--- src/rtl/coll_pkg.sv ---
// Shared types for the collision scheduler: object record, sweep FSM states, index-width helper.
package coll_pkg;

  typedef struct packed {
    logic signed [7:0]  width;
    logic signed [7:0]  height;
    logic signed [31:0] pos_x;
    logic signed [31:0] pos_y;
    logic signed [23:0] vel_x;
    logic signed [23:0] vel_y;
    logic signed [15:0] u_x;
    logic signed [15:0] u_y;
    logic signed [15:0] v_x;
    logic signed [15:0] v_y;
  } obj_t;

  typedef enum logic [2:0] {
    S_IDLE,
    S_FETCH,
    S_LOAD,
    S_TEST,
    S_DONE
  } state_t;

  function automatic int IDX_W(input int n);
    return (n <= 2) ? 1 : $clog2(n);
  endfunction

endpackage

--- src/rtl/pair_fifo.sv ---
// Hit-pair FIFO: power-of-two ring buffer with registered storage; head is visible combinationally.
// Push is dropped when full and pop when empty, so callers must gate push on full_o.
module pair_fifo #(
  parameter int FIFO_DEPTH = 4,
  parameter int DAT_W      = 6
) (
  input  logic             clk,
  input  logic             rst_n,
  input  logic             push_i,
  input  logic [DAT_W-1:0] push_dat_i,
  input  logic             pop_i,
  output logic [DAT_W-1:0] head_dat_o,
  output logic             full_o,
  output logic             empty_o
);

  localparam int AW = $clog2(FIFO_DEPTH);
  localparam int CW = AW + 1;

  logic [DAT_W-1:0] mem_q [FIFO_DEPTH];
  logic [AW-1:0]    wr_ptr_q, wr_ptr_d;
  logic [AW-1:0]    rd_ptr_q, rd_ptr_d;
  logic [CW-1:0]    cnt_q, cnt_d;
  logic             do_push, do_pop;

  assign full_o     = (cnt_q == CW'(FIFO_DEPTH));
  assign empty_o    = (cnt_q == '0);
  assign do_push    = push_i && !full_o;
  assign do_pop     = pop_i && !empty_o;
  assign head_dat_o = mem_q[rd_ptr_q];

  always_comb begin
    wr_ptr_d = wr_ptr_q;
    rd_ptr_d = rd_ptr_q;
    cnt_d    = cnt_q;
    if (do_push) wr_ptr_d = wr_ptr_q + AW'(1);
    if (do_pop)  rd_ptr_d = rd_ptr_q + AW'(1);
    if (do_push && !do_pop)      cnt_d = cnt_q + CW'(1);
    else if (do_pop && !do_push) cnt_d = cnt_q - CW'(1);
  end

  always_ff @(posedge clk or negedge rst_n) begin
    if (!rst_n) begin
      wr_ptr_q <= '0;
      rd_ptr_q <= '0;
      cnt_q    <= '0;
    end else begin
      wr_ptr_q <= wr_ptr_d;
      rd_ptr_q <= rd_ptr_d;
      cnt_q    <= cnt_d;
    end
  end

  always_ff @(posedge clk) begin
    if (do_push) mem_q[wr_ptr_q] <= push_dat_i;
  end

endmodule

--- src/rtl/collision_scheduler.sv ---
// Sweeps all unordered object pairs through an external detector, 3 cycles per pair, queueing hits;
// stalls in TEST while a hit meets a full FIFO. COLL_SKIP_STATIC_EN skips pairs of two static objects.
module collision_scheduler
  import coll_pkg::*;
#(
  parameter int NUM_OBJ    = 8,
  parameter int FIFO_DEPTH = 4
) (
  input  logic                        clk,
  input  logic                        rst_n,
  input  logic                        start,
  output logic                        busy,
  output logic                        done,
  output logic [IDX_W(NUM_OBJ)-1:0]   rd_idx_a,
  output logic [IDX_W(NUM_OBJ)-1:0]   rd_idx_b,
  input  obj_t                        obj_a,
  input  obj_t                        obj_b,
  output obj_t                        det_a,
  output obj_t                        det_b,
  input  logic                        det_hit,
  output logic                        pair_valid,
  output logic [IDX_W(NUM_OBJ)-1:0]   pair_a,
  output logic [IDX_W(NUM_OBJ)-1:0]   pair_b,
  input  logic                        pair_ready,
  output logic [15:0]                 hit_count
);

  localparam int IW = IDX_W(NUM_OBJ);

  state_t          state_q;
  logic [IW-1:0]   i_q, j_q, i_d, j_d;
  logic            busy_q, done_q;
  obj_t            det_a_q, det_b_q;
  logic [15:0]     hit_cnt_q;

  logic            last_pair;
  logic            skip_pair;
  logic            stall;
  logic            advance;
  logic            push;
  logic            fifo_full, fifo_empty;
  logic [2*IW-1:0] head_dat;

  always_comb begin
    last_pair = (i_q == IW'(NUM_OBJ - 2)) && (j_q == IW'(NUM_OBJ - 1));
    if (j_q == IW'(NUM_OBJ - 1)) begin
      i_d = i_q + IW'(1);
      j_d = i_q + IW'(2);
    end else begin
      i_d = i_q;
      j_d = j_q + IW'(1);
    end
  end

  always_comb begin
    skip_pair = 1'b0;
`ifdef COLL_SKIP_STATIC_EN
    skip_pair = (state_q == S_LOAD) &&
                (obj_a.vel_x == '0) && (obj_a.vel_y == '0) &&
                (obj_b.vel_x == '0) && (obj_b.vel_y == '0);
`endif
  end

  // Full is judged on occupancy before any same-cycle pop.
  assign stall   = (state_q == S_TEST) && det_hit && fifo_full;
  assign push    = (state_q == S_TEST) && det_hit && !fifo_full;
  assign advance = ((state_q == S_TEST) && !stall) || skip_pair;

  always_ff @(posedge clk or negedge rst_n) begin
    if (!rst_n) begin
      state_q   <= S_IDLE;
      i_q       <= '0;
      j_q       <= IW'(1);
      busy_q    <= 1'b0;
      done_q    <= 1'b0;
      det_a_q   <= '0;
      det_b_q   <= '0;
      hit_cnt_q <= '0;
    end else begin
      done_q <= 1'b0;
      unique case (state_q)
        S_IDLE: begin
          if (start) begin
            state_q   <= S_FETCH;
            busy_q    <= 1'b1;
            hit_cnt_q <= '0;
            i_q       <= '0;
            j_q       <= IW'(1);
          end
        end
        S_FETCH: state_q <= S_LOAD;
        S_LOAD: begin
          if (skip_pair) begin
            state_q <= last_pair ? S_DONE : S_FETCH;
          end else begin
            det_a_q <= obj_a;
            det_b_q <= obj_b;
            state_q <= S_TEST;
          end
        end
        S_TEST: begin
          if (!stall) begin
            state_q <= last_pair ? S_DONE : S_FETCH;
            if (push && (hit_cnt_q != 16'hFFFF)) hit_cnt_q <= hit_cnt_q + 16'd1;
          end
        end
        S_DONE: begin
          state_q <= S_IDLE;
          busy_q  <= 1'b0;
        end
        default: begin
          state_q <= S_IDLE;
          busy_q  <= 1'b0;
        end
      endcase
      // Pair counter returns to (0,1) after the last pair so a new sweep starts clean.
      if (advance) begin
        if (last_pair) begin
          i_q    <= '0;
          j_q    <= IW'(1);
          done_q <= 1'b1;
        end else begin
          i_q <= i_d;
          j_q <= j_d;
        end
      end
    end
  end

  pair_fifo #(
    .FIFO_DEPTH (FIFO_DEPTH),
    .DAT_W      (2 * IW)
  ) u_pair_fifo (
    .clk        (clk),
    .rst_n      (rst_n),
    .push_i     (push),
    .push_dat_i ({i_q, j_q}),
    .pop_i      (pair_ready),
    .head_dat_o (head_dat),
    .full_o     (fifo_full),
    .empty_o    (fifo_empty)
  );

  assign busy       = busy_q;
  assign done       = done_q;
  assign rd_idx_a   = i_q;
  assign rd_idx_b   = j_q;
  assign det_a      = det_a_q;
  assign det_b      = det_b_q;
  assign hit_count  = hit_cnt_q;
  assign pair_valid = !fifo_empty;
  assign pair_a     = head_dat[2*IW-1:IW];
  assign pair_b     = head_dat[IW-1:0];

endmodule

--- config.mk ---
export PLATFORM = sky130hd
export DESIGN_NAME = collision_scheduler
export DESIGN_NICKNAME = d
export VERILOG_FILES = /design/src/rtl/coll_pkg.sv /design/src/rtl/pair_fifo.sv /design/src/rtl/collision_scheduler.sv
export SDC_FILE = /design/constraint.sdc
export NUM_CORES = 1
export LEC_CHECK = 0
export ABC_AREA = 1
export CORE_AREA = 2 2 309 311
export DETAILED_ROUTE_END_ITERATION = 8
export DIE_AREA = 0 0 311 313
export PLACE_DENSITY = 0.53
export SLEW_MARGIN = 20
export SYNTH_ARGS = -nofsm -noshare
export SYNTH_HDL_FRONTEND = slang
export SYNTH_SLANG_ARGS = --single-unit
--- constraint.sdc ---
create_clock -name clk -period 4 [get_ports clk]
set_clock_uncertainty 0.15 [all_clocks]
set_input_delay 0.6 -clock clk [delete_from_list [all_inputs] [get_ports clk]]
set_output_delay 0.6 -clock clk [all_outputs]
set_load 0.02 [all_outputs]
==> flow_summary.toml, run 1 <==
[logic_synthesis]
synth-async-reset-ratio = 0.9457
yosys.area.top_type = "dfrtp_1"
syn_inst = 1159
synthMuxAreaShare = 0.2506
synth_top_family_by_area = "multiplexers"
synthXorXnorAreaFrac = 0.002532
synth_ff_type = "dfrtp_1"
ys.warnings.count = 0
synth-seq-cells = 442
syn-num-nets = 1559
ys_seq_area_frac = 0.6466
synth_common_cells = "dfrtp_1, mux2_2, nand2_1, nor2_1, mux2_1"
synth_area_leaders = "dfrtp_1, mux2_2, edfxtp_1"
synth_cell_types = 38
synthAdderAreaFrac = 0.008392
synth.most_common_cell = "dfrtp_1"
synth_simple_gate_area_frac = 0.04645
syn_avg_cell_area_um2 = 14.92
synth_edf_count = 24
netlist_area_um2 = 17290
synth_top_area_share = 0.6034
synth_compound_area_frac = 0.01671

[worst_setup_path]
crit_arrival_ns = 2.49
cp-start-kind = "register"
endpoint_kind = "output port"
path_delay_family = "buffers and inverters"
timing.critical_path.buf_inv = 2
criticalPathCategory = "register to output port"
critPathSlowestCell = "clkdlybuf4s50_1"
crit_chain = "inv_1 > o21ai_0 > o22ai_1 > clkdlybuf4s50_1"
required_ns = 3.25
path_max_fanout = 14
max_stage_delay_ns = 0.67

[timing]
finalHoldViolations = 0
rsz0062_at_grt = "false"
relSlewSlack = 0.4332
fmax_mhz = 308.6
timing.final.crit_period_ns = 3.240
finalCritPeriodShare = 0.8101
setup_viol = 0
worstMarginPinSlew_ns = 0.8502
drv_slew = 0
tns_ns = 0

[flow_run]
maxCapViolations = 0

[placed_design]
hpwl_mm = 47.84
port_buffers = 803
dp_cells = 3195
place_congestion = 0.8586

[run_status]
status = "completed"

[final_layout]
multi_input_area_um2 = 5629
regArea_um2 = 11180
fill_cells = 9465
fin_nets = 2386
drive_gt1_frac = 0.2321
fin_cells = 3301
syn_to_final_growth_pct = 65.78

[clocking]
cts_sinks = 442
cts_resized = 0
htree_levels = 2
root_buffer = "clkbuf_16"
cts_buffers = 53
clockBufferDepth = 3
cts_tree = "built"
clk_latency_ns = 0.61
clkTransAtPathRegs_ns = 0.06

[grt]
grt_max_degree = 110
grt_util_met1 = 0.1301
antenna_found_initial = 9
grt_pass1_wl_mm = 90.58
grt_overflow = 0
top_usage_layer = "met2"
met3_usage = 0.05902
track_usage = 0.1230
grt_pass1_vias = 13739
use_met2 = 0.2131

[detailed_routing]
postRouteAntennaNets = 0
wl_per_cell_um = 18.83
wl_mm = 62.15
viasPerCell = 3.794
num_vias = 12524
drc = 0
drtIter0Drc = 484
dr.pass1.iters = 4

[die]
fp.dieW_um = 311
row_count = 113
core_region_area_um2 = 94160
die_area_um2 = 97340
ioPinCount = 804
start_util = 0.1837
die_h_um = 313

[power_and_ir_drop]
powerDensity_nw_per_um2 = 879.5
total_power_uw = 25220
leakagePower_uw = 0.01155
ir_worst_vdd_mv = 0.4197

[hold_path]
hp-class = "register to register"
-- sequential cells by signal, indices dropped and copies added (netlist names) --
| register | cells |
|---|---|
| busy | 1 |
| det_a | 192 |
| det_b | 192 |
| done | 1 |
| hit_count | 16 |
| rd_idx_a | 3 |
| rd_idx_b | 3 |
| state_q | 3 |
| u_pair_fifo.cnt_q | 3 |
| u_pair_fifo.mem_q | 24 |
| u_pair_fifo.rd_ptr_q | 2 |
| u_pair_fifo.wr_ptr_q | 2 |
-- per-layer routing --
metal  up-vias  wire, um
met5         -         0
met1      6246     22220
met4         0      1561
met2       520     31850
li1       5667         -
met3        91      6524
-- path summary, 6_finish.rpt --
kind / startpoint / endpoint / slack (ns) / depth (start not counted)
setup / recovery: u_pair_fifo.rd_ptr_q[0] / pair_a[0] / 0.76 / 4
hold / removal: det_a[15] / det_a[15] / 0.34 / 1
setup reg to reg: state_q[1] / u_pair_fifo.cnt_q[2] / 1.62 / 8
hold reg to reg: det_a[15] / det_a[15] / 0.34 / 1
max in group asynchronous: rst_n / det_b[46] / 2.22 / 3
min in group asynchronous: rst_n / det_b[125] / 0.53 / 2
-- per-stage QoR --
stage	util	cell area, um2	hold slack, ns	worst slack [ns]
final	0.3045	28670	0.3382	0.7595
after global routing	0.3045	28670	0.3587	0.5549
after CTS	0.3043	28650	0.3434	0.6681
after detailed placement	0.2843	26770	0.3300	1.050
after global placement	0.2843	26770	0.3262	0.9688
after floorplan	-	17290	0.1544	1.833
-- final cells by class --
cell class,instances,share of cell area
Clock inverter,22,0.01078
Tap cell,1265,0.05521
Inverter,33,0.004321
Antenna cell,7,0.0006110
Timing Repair Buffer,820,0.2881
Clock buffer,76,0.05460
Multi-Input combinational cell,636,0.1963
Sequential cell,442,0.3900
-- kinds of logic (layout without fill, tap and decap cells) --
kind of cell / Yosys count / count (layout)
and+or+nand+nor: 187 / 187
adders and majority gates: 11 / 11
AOI/OAI and AO/OA: 48 / 48
other: 0 / 7
xor gates and xnor gates: 5 / 5
buffers and inverters: 81 / 951
muxes: 385 / 385
DFF: 442 / 442
-- cells in the final DEF (no fill, tap or decap), drive strengths merged --
master | synthesis | routed
nand2 | 95 | 95
nor2 | 61 | 61
edfxtp | 24 | 24
fa | 1 | 1
clkinvlp | 0 | 3
bufinv | 0 | 7
clkinv | 0 | 8
nor3b | 2 | 2
dlygate4sd3 | 0 | 1
mux2i | 1 | 1
a21oi | 10 | 10
o211ai | 1 | 1
nand4 | 2 | 2
xnor2 | 1 | 1
nand3 | 23 | 23
a21boi | 1 | 1
xor2 | 4 | 4
or2 | 2 | 2
o22ai | 6 | 6
dfstp | 1 | 1
clkbuf | 2 | 76
ha | 10 | 10
mux2 | 384 | 384
a31oi | 2 | 2
clkdlybuf4s50 | 0 | 802
nor3 | 1 | 1
inv | 33 | 37
buf | 46 | 17
diode | 0 | 7
dfrtp | 417 | 417
o21ai | 25 | 25
nand3b | 1 | 1
o21bai | 3 | 3
-- worst register-to-register path, delay by kind of cell, from the launching register on --
family | cells | cell delay [ns]
buffers and inverters | 1 | 0.07
XOR/XNOR | 1 | 0.17
adder cells (fa/ha/maj) | 2 | 0.59
flip-flops | 1 | 0.52
AO/OA/AOI/OAI | 2 | 0.30
AND/OR/NAND/NOR | 2 | 0.48
-- power breakdown --
part,leakage (uW),switching (uW),internal [uW]
clock,0.000917,1980,3170
combinational,0.00549,5890,6200
sequential,0.00514,1280,6690
total,0.0115,9150,16100
-- timing repair --
action | CTS | global route
endpoints found under the hold margin | 83 | 0
hold buffers | 1 | 0
buffers inserted | 0 | 0
No activity file was read; power rests on OpenSTA's default activity.
==> inputs of run 2 (changes only) <==
--- a/config.mk
+++ b/config.mk
@@ -6,9 +6,9 @@
 export NUM_CORES = 1
 export LEC_CHECK = 0
 export ABC_AREA = 1
-export CORE_AREA = 2 2 309 311
+export CORE_AREA = 2 2 310 312
 export DETAILED_ROUTE_END_ITERATION = 8
-export DIE_AREA = 0 0 311 313
+export DIE_AREA = 0 0 312 314
 export PLACE_DENSITY = 0.53
 export SLEW_MARGIN = 20
 export SYNTH_ARGS = -nofsm -noshare
==> constraint.sdc (replaced) <==
create_clock -name clk -period 3.3 [get_ports clk]
set_clock_uncertainty 0.15 [all_clocks]
set_input_delay 0.495 -clock clk [delete_from_list [all_inputs] [get_ports clk]]
set_output_delay 0.495 -clock clk [all_outputs]
set_load 0.02 [all_outputs]
==> run 2 against run 1 <==
  * Cell count grew 0.33%
  * Global-route usage grew 0.29 points
  * Power grew 21%
  * Critical path depth is the same
  * Core utilization is essentially flat
  * Sequential power grew 22%
  * Worst setup slack lost 0.48 ns
  * Die area grew 0.64%
  * Combinational power grew 23%
  * Sequential share of layout area shrank 0.056 points
  * Critical path type unchanged
==> flow_summary.toml, run 2 (synthesis gave the netlist of run 1 again) <==
[run_status]
status = "completed"

[detailed_routing]
dr.pass1.iters = 5
drc = 0
postRouteAntennaNets = 0
wl_mm = 63.56
drtIter0Drc = 471
wl_per_cell_um = 19.19
viasPerCell = 3.791
num_vias = 12557

[clocking]
htree_levels = 2
root_buffer = "clkbuf_16"
clkTransAtPathRegs_ns = 0.06
cts_tree = "built"
clk_latency_ns = 0.63
clockBufferDepth = 3
cts_sinks = 442
cts_buffers = 55
cts_resized = 0

[die]
ioPinCount = 804
die_area_um2 = 97970
die_h_um = 314
core_region_area_um2 = 94450
row_count = 113
start_util = 0.1831
fp.dieW_um = 312

[hold_path]
hp-class = "input pin to register"

[worst_setup_path]
criticalPathCategory = "register to output port"
crit_arrival_ns = 2.37
path_delay_family = "buffers and inverters"
cp-start-kind = "register"
timing.critical_path.buf_inv = 2
max_stage_delay_ns = 0.66
path_max_fanout = 14
critPathSlowestCell = "clkdlybuf4s50_1"
endpoint_kind = "output port"
crit_chain = "inv_1 > o21ai_0 > o22ai_1 > clkdlybuf4s50_1"
required_ns = 2.65

[timing]
tns_ns = 0
hold_ws_ns = 0.3129
finalHoldViolations = 0
rsz0062_at_grt = "false"
worstMarginPinSlew_ns = 0.7896
drv_slew = 0
setup_viol = 0
relSlewSlack = 0.4736
fmax_mhz = 331.6
finalCritPeriodShare = 0.9139
timing.final.crit_period_ns = 3.016

[final_layout]
syn_to_final_growth_pct = 66.02
layout_common_cells = "clkdlybuf4s50_1, dfrtp_1, mux2_2"
drive_gt1_frac = 0.2369
fin_nets = 2405
fill_cells = 9578
final_common_cell = "clkdlybuf4s50_1"

[grt]
grt_max_degree = 80
grt_overflow = 0
grt_pass1_vias = 13991
grt_pass1_wl_mm = 93.70
antenna_found_initial = 6
track_usage = 0.1259

[power_and_ir_drop]
seq_power_share = 0.318
intPower_uw = 19360
powerDensity_nw_per_um2 = 1066
p_switching_uw = 11240
power.share.clock = 0.196
pwr-share-comb = 0.486
ir_worst_vdd_mv = 0.6649
swShare = 0.3673
leakagePower_uw = 0.01160

[flow_run]
maxCapViolations = 0

[placed_design]
port_buffers = 803
hpwl_mm = 49.41
place_congestion = 0.8431
-- run 2: layer usage --
metal | global-route usage | part of all wire | up-vias
li1 | - | - | 5691
met3 | 0.04466 | 0.079 | 74
met4 | 0.03354 | 0.019 | 2
met2 | 0.2152 | 0.50 | 476
met5 | 0 | 0.00020 | -
met1 | 0.1498 | 0.40 | 6314
-- run 2: stage by stage --
stage / worst slack (ns) / area (um2) / total power, uW / cells / utilization
after detailed placement: 0.5323 / 26910 / 24830 / 3212 / 0.2849
after CTS: 0.2097 / 28700 / 31100 / 3308 / 0.3039
after floorplan: 1.238 / 17290 / 17190 / 1159 / -
after global placement: 0.4092 / 26910 / 24570 / 3212 / 0.2849
after global routing: 0.04422 / 28710 / 32250 / 3310 / 0.3039
final: 0.2841 / 28710 / 30600 / 3312 / 0.3040
-- run 2: worst paths after layout --
kind	from	endpoint	slack [ns]	cells past startpoint
max	u_pair_fifo.rd_ptr_q[0]	pair_a[2]	0.28	4
min	obj_a[132]	det_a[132]	0.31	2
max reg2reg	state_q[1]	u_pair_fifo.cnt_q[2]	0.99	8
min reg2reg	busy	busy	0.33	2
max in group asynchronous	rst_n	det_b[80]	1.72	3
min in group asynchronous	rst_n	det_b[85]	0.36	2
-- run 2: power groups by stage --
stage                     sequential (uW)  combinational [uW]  clock, uW
after global placement               9690               14900          0
final                                9730               14900       6010
after detailed placement             9800               15000          0
after floorplan                     12500                4710          0
after global routing                10100               15700       6490
after CTS                            9750               15100       6240
-- run 2: timing repair --
action	CTS	global route
hold endpoints to repair	61	0
hold buffers	1	0
buffers inserted	0	0
setup endpoints to repair	0	0
-- run 2: final cells by class --
cell class,count,area [um2],share of cell area
timing repair buffer,837,8401,0.2926
clock inverter,20,220.2,0.007670
multi-input combinational,636,5629,0.1961
inverter,33,123.9,0.004314
clock buffer,75,1563,0.05443
antenna,4,10.01,0.0003486
tap,1265,1583,0.05513
sequential,442,11180,0.3895
==> inputs of run 3 (changes only) <==
--- a/config.mk
+++ b/config.mk
@@ -10,7 +10,6 @@
 export DETAILED_ROUTE_END_ITERATION = 8
 export DIE_AREA = 0 0 312 314
 export PLACE_DENSITY = 0.53
-export SLEW_MARGIN = 20
 export SYNTH_ARGS = -nofsm -noshare
 export SYNTH_HDL_FRONTEND = slang
 export SYNTH_SLANG_ARGS = --single-unit
==> results of run 3 <==
No change in the layout: final DEF, timing and power equal those of run 2.
